--- config.mk ---
export PLATFORM = sky130hd
export DESIGN_NAME = sram_req_ctrl
export DESIGN_NICKNAME = d
export VERILOG_FILES = /design/src/rtl/sram_ctrl_pkg.sv /design/src/rtl/sram_rsp_fifo.sv /design/src/rtl/sram_req_ctrl.sv
export SDC_FILE = /design/constraint.sdc
export NUM_CORES = 1
export LEC_CHECK = 0
export CAP_MARGIN = 20
export CORE_AREA = 2 2 134 136
export CTS_BUF_LIST = sky130_fd_sc_hd__clkbuf_8
export DETAILED_ROUTE_END_ITERATION = 8
export DIE_AREA = 0 0 136 138
export PLACE_DENSITY = 0.63
export SYNTH_ARGS = -nofsm -noshare
export SYNTH_HDL_FRONTEND = slang
export SYNTH_HIERARCHICAL = 1
export SYNTH_SLANG_ARGS = --single-unit
--- constraint.sdc ---
create_clock -name clk -period 6.17 [get_ports clk]
set_clock_uncertainty 0.1 [all_clocks]
set_input_delay 0.617 -clock clk [delete_from_list [all_inputs] [get_ports clk]]
set_output_delay 0.617 -clock clk [all_outputs]
set_load 0.005 [all_outputs]
--- src/rtl/sram_ctrl_pkg.sv ---
// Shared types and default sizes for the SRAM request controller.
package sram_ctrl_pkg;

    localparam int DEF_AW = 14;
    localparam int DEF_DW = 32;

    typedef enum logic [1:0] {
        RST  = 2'd0,
        INIT = 2'd1,
        RUN  = 2'd2
    } state_e;

    // Observation bundle for checkers: FSM state plus response-path occupancy.
    typedef struct packed {
        state_e     state;
        logic       inflight;
        logic       fifo_full;
        logic [1:0] fifo_count;
    } dbg_t;

endpackage

--- src/rtl/sram_rsp_fifo.sv ---
// Two-entry response buffer; head entry is presented combinationally.
module sram_rsp_fifo #(
    parameter int DW = 32
) (
    input  logic          clk,
    input  logic          rstn,
    input  logic          push,
    input  logic [DW-1:0] push_data,
    input  logic          pop,
    output logic [DW-1:0] head_data,
    output logic          full,
    output logic          empty,
    output logic [1:0]    count
);

    logic [DW-1:0] r_mem [2];
    logic          r_wr_ptr;
    logic          r_rd_ptr;
    logic [1:0]    r_count;
    logic          w_do_pop;
    logic          w_do_push;

    assign full      = (r_count == 2'd2);
    assign empty     = (r_count == 2'd0);
    assign count     = r_count;
    assign head_data = r_mem[r_rd_ptr];

    // A pop frees the head slot first, so a push into a full buffer is legal in that cycle.
    assign w_do_pop  = pop && !empty;
    assign w_do_push = push && (!full || w_do_pop);

    always_ff @(posedge clk or negedge rstn) begin
        if (!rstn) begin
            r_mem[0] <= '0;
            r_mem[1] <= '0;
            r_wr_ptr <= 1'b0;
            r_rd_ptr <= 1'b0;
            r_count  <= 2'd0;
        end else begin
            if (w_do_push) begin
                r_mem[r_wr_ptr] <= push_data;
                r_wr_ptr        <= ~r_wr_ptr;
            end
            if (w_do_pop) begin
                r_rd_ptr <= ~r_rd_ptr;
            end
            r_count <= r_count + {1'b0, w_do_push} - {1'b0, w_do_pop};
        end
    end

endmodule

--- src/rtl/sram_req_ctrl.sv ---
// Initiator-side controller for a single-port synchronous SRAM: zero-fill after
// reset, then valid/ready requests with reads returned through a 2-entry buffer.
module sram_req_ctrl
    import sram_ctrl_pkg::*;
#(
    parameter int AW      = DEF_AW,
    parameter int DW      = DEF_DW,
    parameter bit INIT_EN = 1'b1
) (
    input  logic            clk,
    input  logic            rstn,
    input  logic            req_valid,
    output logic            req_ready,
    input  logic            req_write,
    input  logic [AW-1:0]   req_addr,
    input  logic [DW/8-1:0] req_byte,
    input  logic [DW-1:0]   req_wdata,
    output logic            rsp_valid,
    input  logic            rsp_ready,
    output logic [DW-1:0]   rsp_rdata,
    output logic            init_done,
    output logic            sram_cs,
    output logic            sram_we,
    output logic [AW-1:0]   sram_a,
    output logic [DW/8-1:0] sram_byte,
    output logic [DW-1:0]   sram_di,
    input  logic [DW-1:0]   sram_do,
    output dbg_t            dbg
);

    // Handshakes: a transfer happens in every cycle where valid and ready are both
    // high at the rising edge; valid never waits on ready, and ready may depend on valid
    // only through the response pop (rsp_valid & rsp_ready), never on req_write.

    state_e        r_state;
    state_e        w_state_nxt;
    logic [AW-1:0] r_init_cnt;
    logic          r_inflight;
    logic          w_accept;
    logic          w_pop;
    logic          w_full;
    logic          w_empty;
    logic [1:0]    w_count;
    logic [2:0]    w_credit_used;

    always_ff @(posedge clk or negedge rstn) begin
        if (!rstn) begin
            r_state <= RST;
        end else begin
            r_state <= w_state_nxt;
        end
    end

    always_comb begin
        w_state_nxt = r_state;
        sram_cs     = 1'b0;
        sram_we     = 1'b0;
        sram_a      = '0;
        sram_byte   = '0;
        sram_di     = '0;
        case (r_state)
            RST: begin
                w_state_nxt = INIT_EN ? INIT : RUN;
            end
            INIT: begin
                sram_cs   = 1'b1;
                sram_we   = 1'b1;
                sram_byte = '1;
                sram_a    = r_init_cnt;
                if (r_init_cnt == '1) begin
                    w_state_nxt = RUN;
                end
            end
            RUN: begin
                if (w_accept) begin
                    sram_cs   = 1'b1;
                    sram_we   = req_write;
                    sram_a    = req_addr;
                    sram_byte = req_byte;
                    sram_di   = req_wdata;
                end
            end
            default: begin
                w_state_nxt = RST;
            end
        endcase
    end

    always_ff @(posedge clk or negedge rstn) begin
        if (!rstn) begin
            r_init_cnt <= '0;
        end else if (r_state == INIT) begin
            r_init_cnt <= r_init_cnt + 1'b1;
        end else begin
            r_init_cnt <= '0;
        end
    end

    // A read issued this cycle has its data on sram_do next cycle.
    always_ff @(posedge clk or negedge rstn) begin
        if (!rstn) begin
            r_inflight <= 1'b0;
        end else begin
            r_inflight <= w_accept && !req_write;
        end
    end

    // Buffer slots already spoken for after this cycle's pop; a new request needs one free.
    assign w_pop         = rsp_valid && rsp_ready;
    assign w_credit_used = {1'b0, w_count} + {2'b0, r_inflight} - {2'b0, w_pop};
    assign req_ready     = (r_state == RUN) && (w_credit_used < 3'd2);
    assign w_accept      = req_valid && req_ready;

    sram_rsp_fifo #(
        .DW (DW)
    ) u_rsp_fifo (
        .clk       (clk),
        .rstn      (rstn),
        .push      (r_inflight),
        .push_data (sram_do),
        .pop       (w_pop),
        .head_data (rsp_rdata),
        .full      (w_full),
        .empty     (w_empty),
        .count     (w_count)
    );

    assign rsp_valid      = !w_empty;
    assign init_done      = (r_state == RUN);

    assign dbg.state      = r_state;
    assign dbg.inflight   = r_inflight;
    assign dbg.fifo_full  = w_full;
    assign dbg.fifo_count = w_count;

endmodule

==> impl_metrics.toml, run 1 <==
[status]
outcome = "completed"

[cells_and_area]
num_antenna_cells = 0
drive_gt1_share_pct = 24.1
syn2layout_area_growth_pct = 47.1
final_area_um2 = 6810
utilization_pct = 38.9
nets = 611

[floorplanning]
die_h_um = 138
die_w_um = 136
dieArea_um2 = 18800
io_pins = 180
fp.coreArea_um2 = 17500
start_util_pct = 26.4
rows = 49

[timing]
setup_viol = 0
period_needed_ns = 4.84
tightestPinTransition_ns = 0.697
clock.fmax_ghz = 0.207
tns_ns = 0
rsz0062_at_grt = "no"
slew_headroom_pct = 53.5
fin_ws_ns = 1.33
fin_crit_sh_pct = 78.4
slew_violations = 0
finalHoldViolCount = 0

[critical_path]
crit_path_start_kind = "input pin"
ff2ff_path_depth = 9
regToRegSetupSlack_ns = 3.18
crit_path_end_kind = "output port"
timing.rr.end = "r_inflight$_DFF_PN0_"
critPathMaxFanout = 19
crit_type = "input pin to output port"
arrival_ns = 4.12
critPathRequiredTime_ns = 5.45
r2r-start = "u_rsp_fifo/count[1]$_DFF_PN0_"

[synth]
synth_most_common_cell = "dfrtp_1"
syn-num-nets = 438
yosysTopAreaCell = "dfrtp_1"
syn_area_per_cell_um2 = 13.5
ys_async_sr_fraction_pct = 100
synthesis.area_um2 = 4630
synth_cell_types = 42
synth_edf_count = 0
ys_top_cells_by_count = "85 x dfrtp_1, 60 x mux2_4, 45 x and2_1"
synthFlopType = "dfrtp_1"
synthCells = 344
ys_warn_count = 6
ys_seq_area_share_pct = 45.9
ys_seq_elements = 85
synthTopCellsByArea = "dfrtp_1 46%, mux2_4 19%, mux2_2 9.0%"
synth_top_area_share_pct = 45.9

[global_routing]
track_usage_pct = 13.1
grt_first_pass_wirelength_um = 18900
grt_max_degree = 86
antenna_found_initial = 0
grt_pass1_vias = 3618
grt_busiest_layer = "met2"
use_met2_pct = 21.2
grt_overflow = 0
met1_usage_pct = 16.2
grt_use_met3_pct = 4.07

[route]
routedWlPerCell_um = 16.0
drt_wl_total_um = 12000
ant_nets = 0
dr.pass1.iters = 4
vias = 3352
drtIter0Drc = 80
vias_per_cell = 4.46
route.detailed.drc = 0

[pwr]
netSwitchingPower_uw = 250
share_comb_of_total_power_pct = 12.1
swShare_pct = 21.9
p_leak_nw = 2.81
internal_power_uw = 889
p_per_area_nw_per_um2 = 167
power_frac_seq_pct = 51.8
peakVddDrop_v = 0.0000805
clkPwrFrac_pct = 36.1

[clocking]
h-tree-depth = 3
ctsHoldBuffers = 0
post_cts_buffers = 0
cts-resized-gates = 0
clockBufferDepth = 2
clock_latency_ns = 0.36
cts_buffers = 9
path_clk_slew_ns = 0.09
cts-root-buf = "clkbuf_8"
cts_tree = "built"
cts.sinks = 85

[placement]
hpwl_um = 8560
placed_cell_area_um2 = 6580
portBuffers = 179
place_ws_ns = 1.33
gp_congestion = 0.784

[worst_hold_path]
holdCritPathClass = "input pin to async pin"

[flow_run]
max_cap_violations = 0
==> cells in the final DEF, fill, tap and decap left out, drive strengths merged <==
cell type | Yosys | final
o211ai | 1 | 1
or4b | 1 | 1
a22o | 14 | 14
nor2b | 5 | 5
and3 | 3 | 3
or3 | 1 | 1
dfrtp | 85 | 85
clkinv | 0 | 1
clkinvlp | 0 | 1
and4 | 3 | 3
nand2b | 4 | 4
o21ai | 5 | 5
a21o | 5 | 5
fa | 1 | 1
nor3b | 1 | 1
nor4 | 1 | 1
ha | 6 | 6
or2 | 1 | 1
nand4 | 3 | 3
xnor2 | 11 | 11
bufinv | 0 | 1
clkbuf | 6 | 11
clkdlybuf4s50 | 0 | 178
o21a | 2 | 2
nor2 | 2 | 2
nand3 | 5 | 5
and4bb | 1 | 1
buf | 16 | 6
xor2 | 2 | 2
mux2 | 97 | 97
a21oi | 1 | 1
and2 | 45 | 45
nand2 | 6 | 6
o41a | 1 | 1
a21boi | 1 | 1
nand3b | 1 | 1
nor3 | 1 | 1
inv | 6 | 8
==> per-layer routing <==
layer	share of wire [%]	vias to the layer above
met5	0	-
met4	1.7	0
met3	7.5	16
met2	47	150
met1	44	1642
li1	-	1544
==> cell type report <==
cell class	count	area, um2
clock inverter	5	58.8
tap	229	287
multi-input combinational	231	2320
timing repair buffer	184	1850
inverter	6	22.5
fill	1685	10700
sequential	85	2130
clock buffer	11	151
==> state kept, by name (all words and copies together) (netlist names) <==
signal,count
u_rsp_fifo/count,2
r_init_cnt,14
u_rsp_fifo/r_mem,64
r_state,2
u_rsp_fifo/r_wr_ptr,1
u_rsp_fifo/r_rd_ptr,1
r_inflight,1
==> worst max-delay path by stage <==
stage / depth (start not counted) / start / slack, ns / end
after CTS: 10 / u_rsp_fifo/count[1]$_DFF_PN0_ / 1.29 / sram_a[1]
after global placement: 10 / rsp_ready / 1.38 / sram_a[10]
after global routing: 10 / u_rsp_fifo/count[1]$_DFF_PN0_ / 1.11 / sram_a[9]
final: 10 / rsp_ready / 1.33 / sram_a[1]
after floorplan: 11 / rsp_ready / 2.59 / sram_a[0]
after detailed placement: 10 / rsp_ready / 1.33 / sram_a[5]
==> cells by family (layout without fill, tap and decap cells) <==
| group | after synthesis | count (layout) | share of synthesized area (%) |
|---|---|---|---|
| simple gates | 84 | 84 | 12.1 |
| fa+ha+maj | 7 | 7 | 2.05 |
| buf+inv | 28 | 206 | 4.00 |
| flops | 85 | 85 | 45.9 |
| mux | 97 | 97 | 28.4 |
| xor+xnor | 13 | 13 | 2.46 |
| compound gates | 30 | 30 | 5.00 |
==> power groups by stage <==
stage,sequential (mW),clock [mW],combinational [mW]
after floorplan,0.596,0,0.0420
after global placement,0.598,0,0.135
after detailed placement,0.600,0,0.137
after CTS,0.589,0.438,0.138
after global routing,0.592,0.462,0.149
final,0.589,0.411,0.138
==> metrics by stage <==
stage	instances	hold WS, ns	power (mW)
floorplan	344	0.221	0.638
global placement	734	0.384	0.734
detailed placement	734	0.389	0.737
CTS	750	0.366	1.17
global route	751	0.0724	1.20
finish	751	0.0737	1.14
==> worst max-delay path: stages <==
cell             delay (ns)
clkdlybuf4s50_1        0.46
nor2b_1                0.44
ha_1                   0.32
nand2b_1               0.15
fa_1                   0.38
xnor2_1                0.20
and4_1                 0.22
and2_1                 0.56
a22o_1                 0.26
clkdlybuf4s50_1        0.50
No activity file was read; power rests on OpenSTA's default activity.
==> run 2, diff against run 1 <==
--- a/config.mk
+++ b/config.mk
@@ -10,7 +10,7 @@
 export CTS_BUF_LIST = sky130_fd_sc_hd__clkbuf_8
 export DETAILED_ROUTE_END_ITERATION = 8
 export DIE_AREA = 0 0 136 138
-export PLACE_DENSITY = 0.63
+export PLACE_DENSITY = 0.64
 export SYNTH_ARGS = -nofsm -noshare
 export SYNTH_HDL_FRONTEND = slang
 export SYNTH_HIERARCHICAL = 1
==> constraint.sdc (replaced) <==
create_clock -name clk -period 4.1 [get_ports clk]
set_clock_uncertainty 0.1 [all_clocks]
set_input_delay 0.41 -clock clk [delete_from_list [all_inputs] [get_ports clk]]
set_output_delay 0.41 -clock clk [all_outputs]
set_load 0.005 [all_outputs]
==> impl_metrics.toml, run 2 (synthesis gave the netlist of run 1 again) <==
[placement]
placed_cell_area_um2 = 6650
hpwl_um = 8390
portBuffers = 179
place_ws_ns = 0.328
gp_congestion = 0.757
dp_cells = 740

[pwr]
swShare_pct = 20.8
p_leak_nw = 2.85
internal_power_mw = 1.39
clkPwrFrac_pct = 37.9
p_per_area_nw_per_um2 = 255
share_comb_of_total_power_pct = 11.6
peakVddDrop_v = 0.000115
netSwitchingPower_uw = 366
power_frac_seq_pct = 50.5
finalPower_mw = 1.76

[floorplanning]
die_h_um = 138
fp.coreArea_um2 = 17500
die_w_um = 136
start_util_pct = 26.4
io_pins = 180
rows = 49
dieArea_um2 = 18800

[cells_and_area]
num_antenna_cells = 0
layout_commonest_cell = "clkdlybuf4s50_1"
register_area_um2 = 2130
final_area_um2 = 6880
largest_reg_flops = 64
nFillCells = 1699
drive_gt1_share_pct = 24.8
multi_input_area_um2 = 2320
largest_registers = "u_rsp_fifo/r_mem x64, r_init_cnt x14"
syn2layout_area_growth_pct = 48.6
finalNonFillerCells = 757
nets = 617
utilization_pct = 39.3
layout_common_cells = "178 x clkdlybuf4s50_1, 84 x dfrtp_1, 60 x mux2_4"
regMostFlops = "u_rsp_fifo/r_mem"

[clocking]
clockBufferDepth = 2
cts.sinks = 85
path_clk_slew_ns = 0.08
post_cts_buffers = 0
h-tree-depth = 3
cts_tree = "built"
cts-root-buf = "clkbuf_8"
cts_buffers = 9
clock_latency_ns = 0.35

[timing]
fin_crit_sh_pct = 91.9
fin_ws_ns = 0.331
rsz0062_at_grt = "no"
setup_viol = 0
tightestPinTransition_ns = 0.852
finalHoldViolCount = 0
hold_slack_ns = 0.409
slew_violations = 0
clock.fmax_ghz = 0.265
period_needed_ns = 3.77
tns_ns = 0
slew_headroom_pct = 43.2

[critical_path]
ff2ff_path_depth = 9
critPathMaxFanout = 19
max_stage_delay_ns = 0.51
crit_path_end_kind = "output port"
crit_top_cell = "clkdlybuf4s50_1"
arrival_ns = 3.26
crit_type = "input pin to output port"
cpMaxStageDelayCell = "clkdlybuf4s50_1"
critPathRequiredTime_ns = 3.59
crit_path_start_kind = "input pin"
timing.rr.end = "r_inflight$_DFF_PN0_"
r2r-start = "u_rsp_fifo/count[1]$_DFF_PN0_"
cp_cell_sequence = "clkdlybuf4s50_1, nor2b_1, ha_1, nand2b_1, fa_1, xnor2_1, and4_1, and2_1, buf_12, a22o_1, clkdlybuf4s50_1"
regToRegSetupSlack_ns = 1.56

[flow_run]
max_cap_violations = 0

[global_routing]
grt_overflow = 0
grt_pass1_vias = 3588
antenna_found_initial = 0
grt_first_pass_wirelength_um = 18800
track_usage_pct = 12.8
grt_max_degree = 44

[route]
drtIter0Drc = 116
ant_nets = 0
routedWlPerCell_um = 15.4
dr.pass1.iters = 4
vias_per_cell = 4.39
drt_wl_total_um = 11600
route.detailed.drc = 0
vias = 3322

[worst_hold_path]
hp-start = "u_rsp_fifo/r_mem[31]$_DFFE_PN0P_"
holdCritPathClass = "flop to flop"
min_to = "u_rsp_fifo/r_mem[31]$_DFFE_PN0P_"
hold_depth = 1

[status]
outcome = "completed"
## run 2: cell types whose count changed in the layout (fill, tap and decap cells not counted), sizes merged
cell / change
dlygate4sd3: +1
bufinv: +1
buf: +5
clkinv: -1
## run 2: worst max path at each step
stage	end	start	depth (start not counted)	slack, ns
3_5_place_dp	sram_cs	rsp_ready	10	0.33
5_1_grt	sram_cs	u_rsp_fifo/count[1]$_DFF_PN0_	10	0.12
6_report	sram_a[0]	rsp_ready	11	0.33
4_1_cts	sram_cs	u_rsp_fifo/count[1]$_DFF_PN0_	10	0.26
3_3_place_gp	sram_a[10]	rsp_ready	11	0.35
2_1_floorplan	sram_a[0]	u_rsp_fifo/count[1]$_DFF_PN0_	12	0.76
## run 2: timing repair
item                       4_1_cts  5_1_grt
hold buffers                     1        0
setup endpoints to repair        0        0
hold endpoints to repair        42        0
gates resized for setup          0        0
## run 2: critical path, delay by kind of cell
family / cells / cell delay (ns)
AND/OR/NAND/NOR: 4 / 0.74
buffers and inverters: 3 / 1.11
XOR/XNOR: 1 / 0.22
AO/OA/AOI/OAI: 1 / 0.15
adder cells (fa/ha/maj): 2 / 0.63
## run 2: cell type report
cell class | instances | share of cell area, %
multi-input cells | 231 | 33.7
flip-flops and latches | 85 | 30.9
repair buffers | 190 | 27.6
well taps | 229 | 4.16
clock buffers | 11 | 2.20
clock inverters | 5 | 1.09
inverters | 6 | 0.327
## run 2: power groups by stage
stage	Clock (mW)	Sequential, mW	Combinational [mW]
5_1_grt	0.741	0.891	0.221
6_report	0.667	0.887	0.204
4_1_cts	0.702	0.887	0.209
2_1_floorplan	0	0.897	0.0632
3_3_place_gp	0	0.900	0.202
3_5_place_dp	0	0.903	0.206
## run 2: routing by layer
metal / track usage, % / part of all wire, %
met2: 21.6 / 49
met4: 3.62 / 1.3
met3: 4.07 / 6.9
met1: 15.6 / 43
met5: 0 / 0
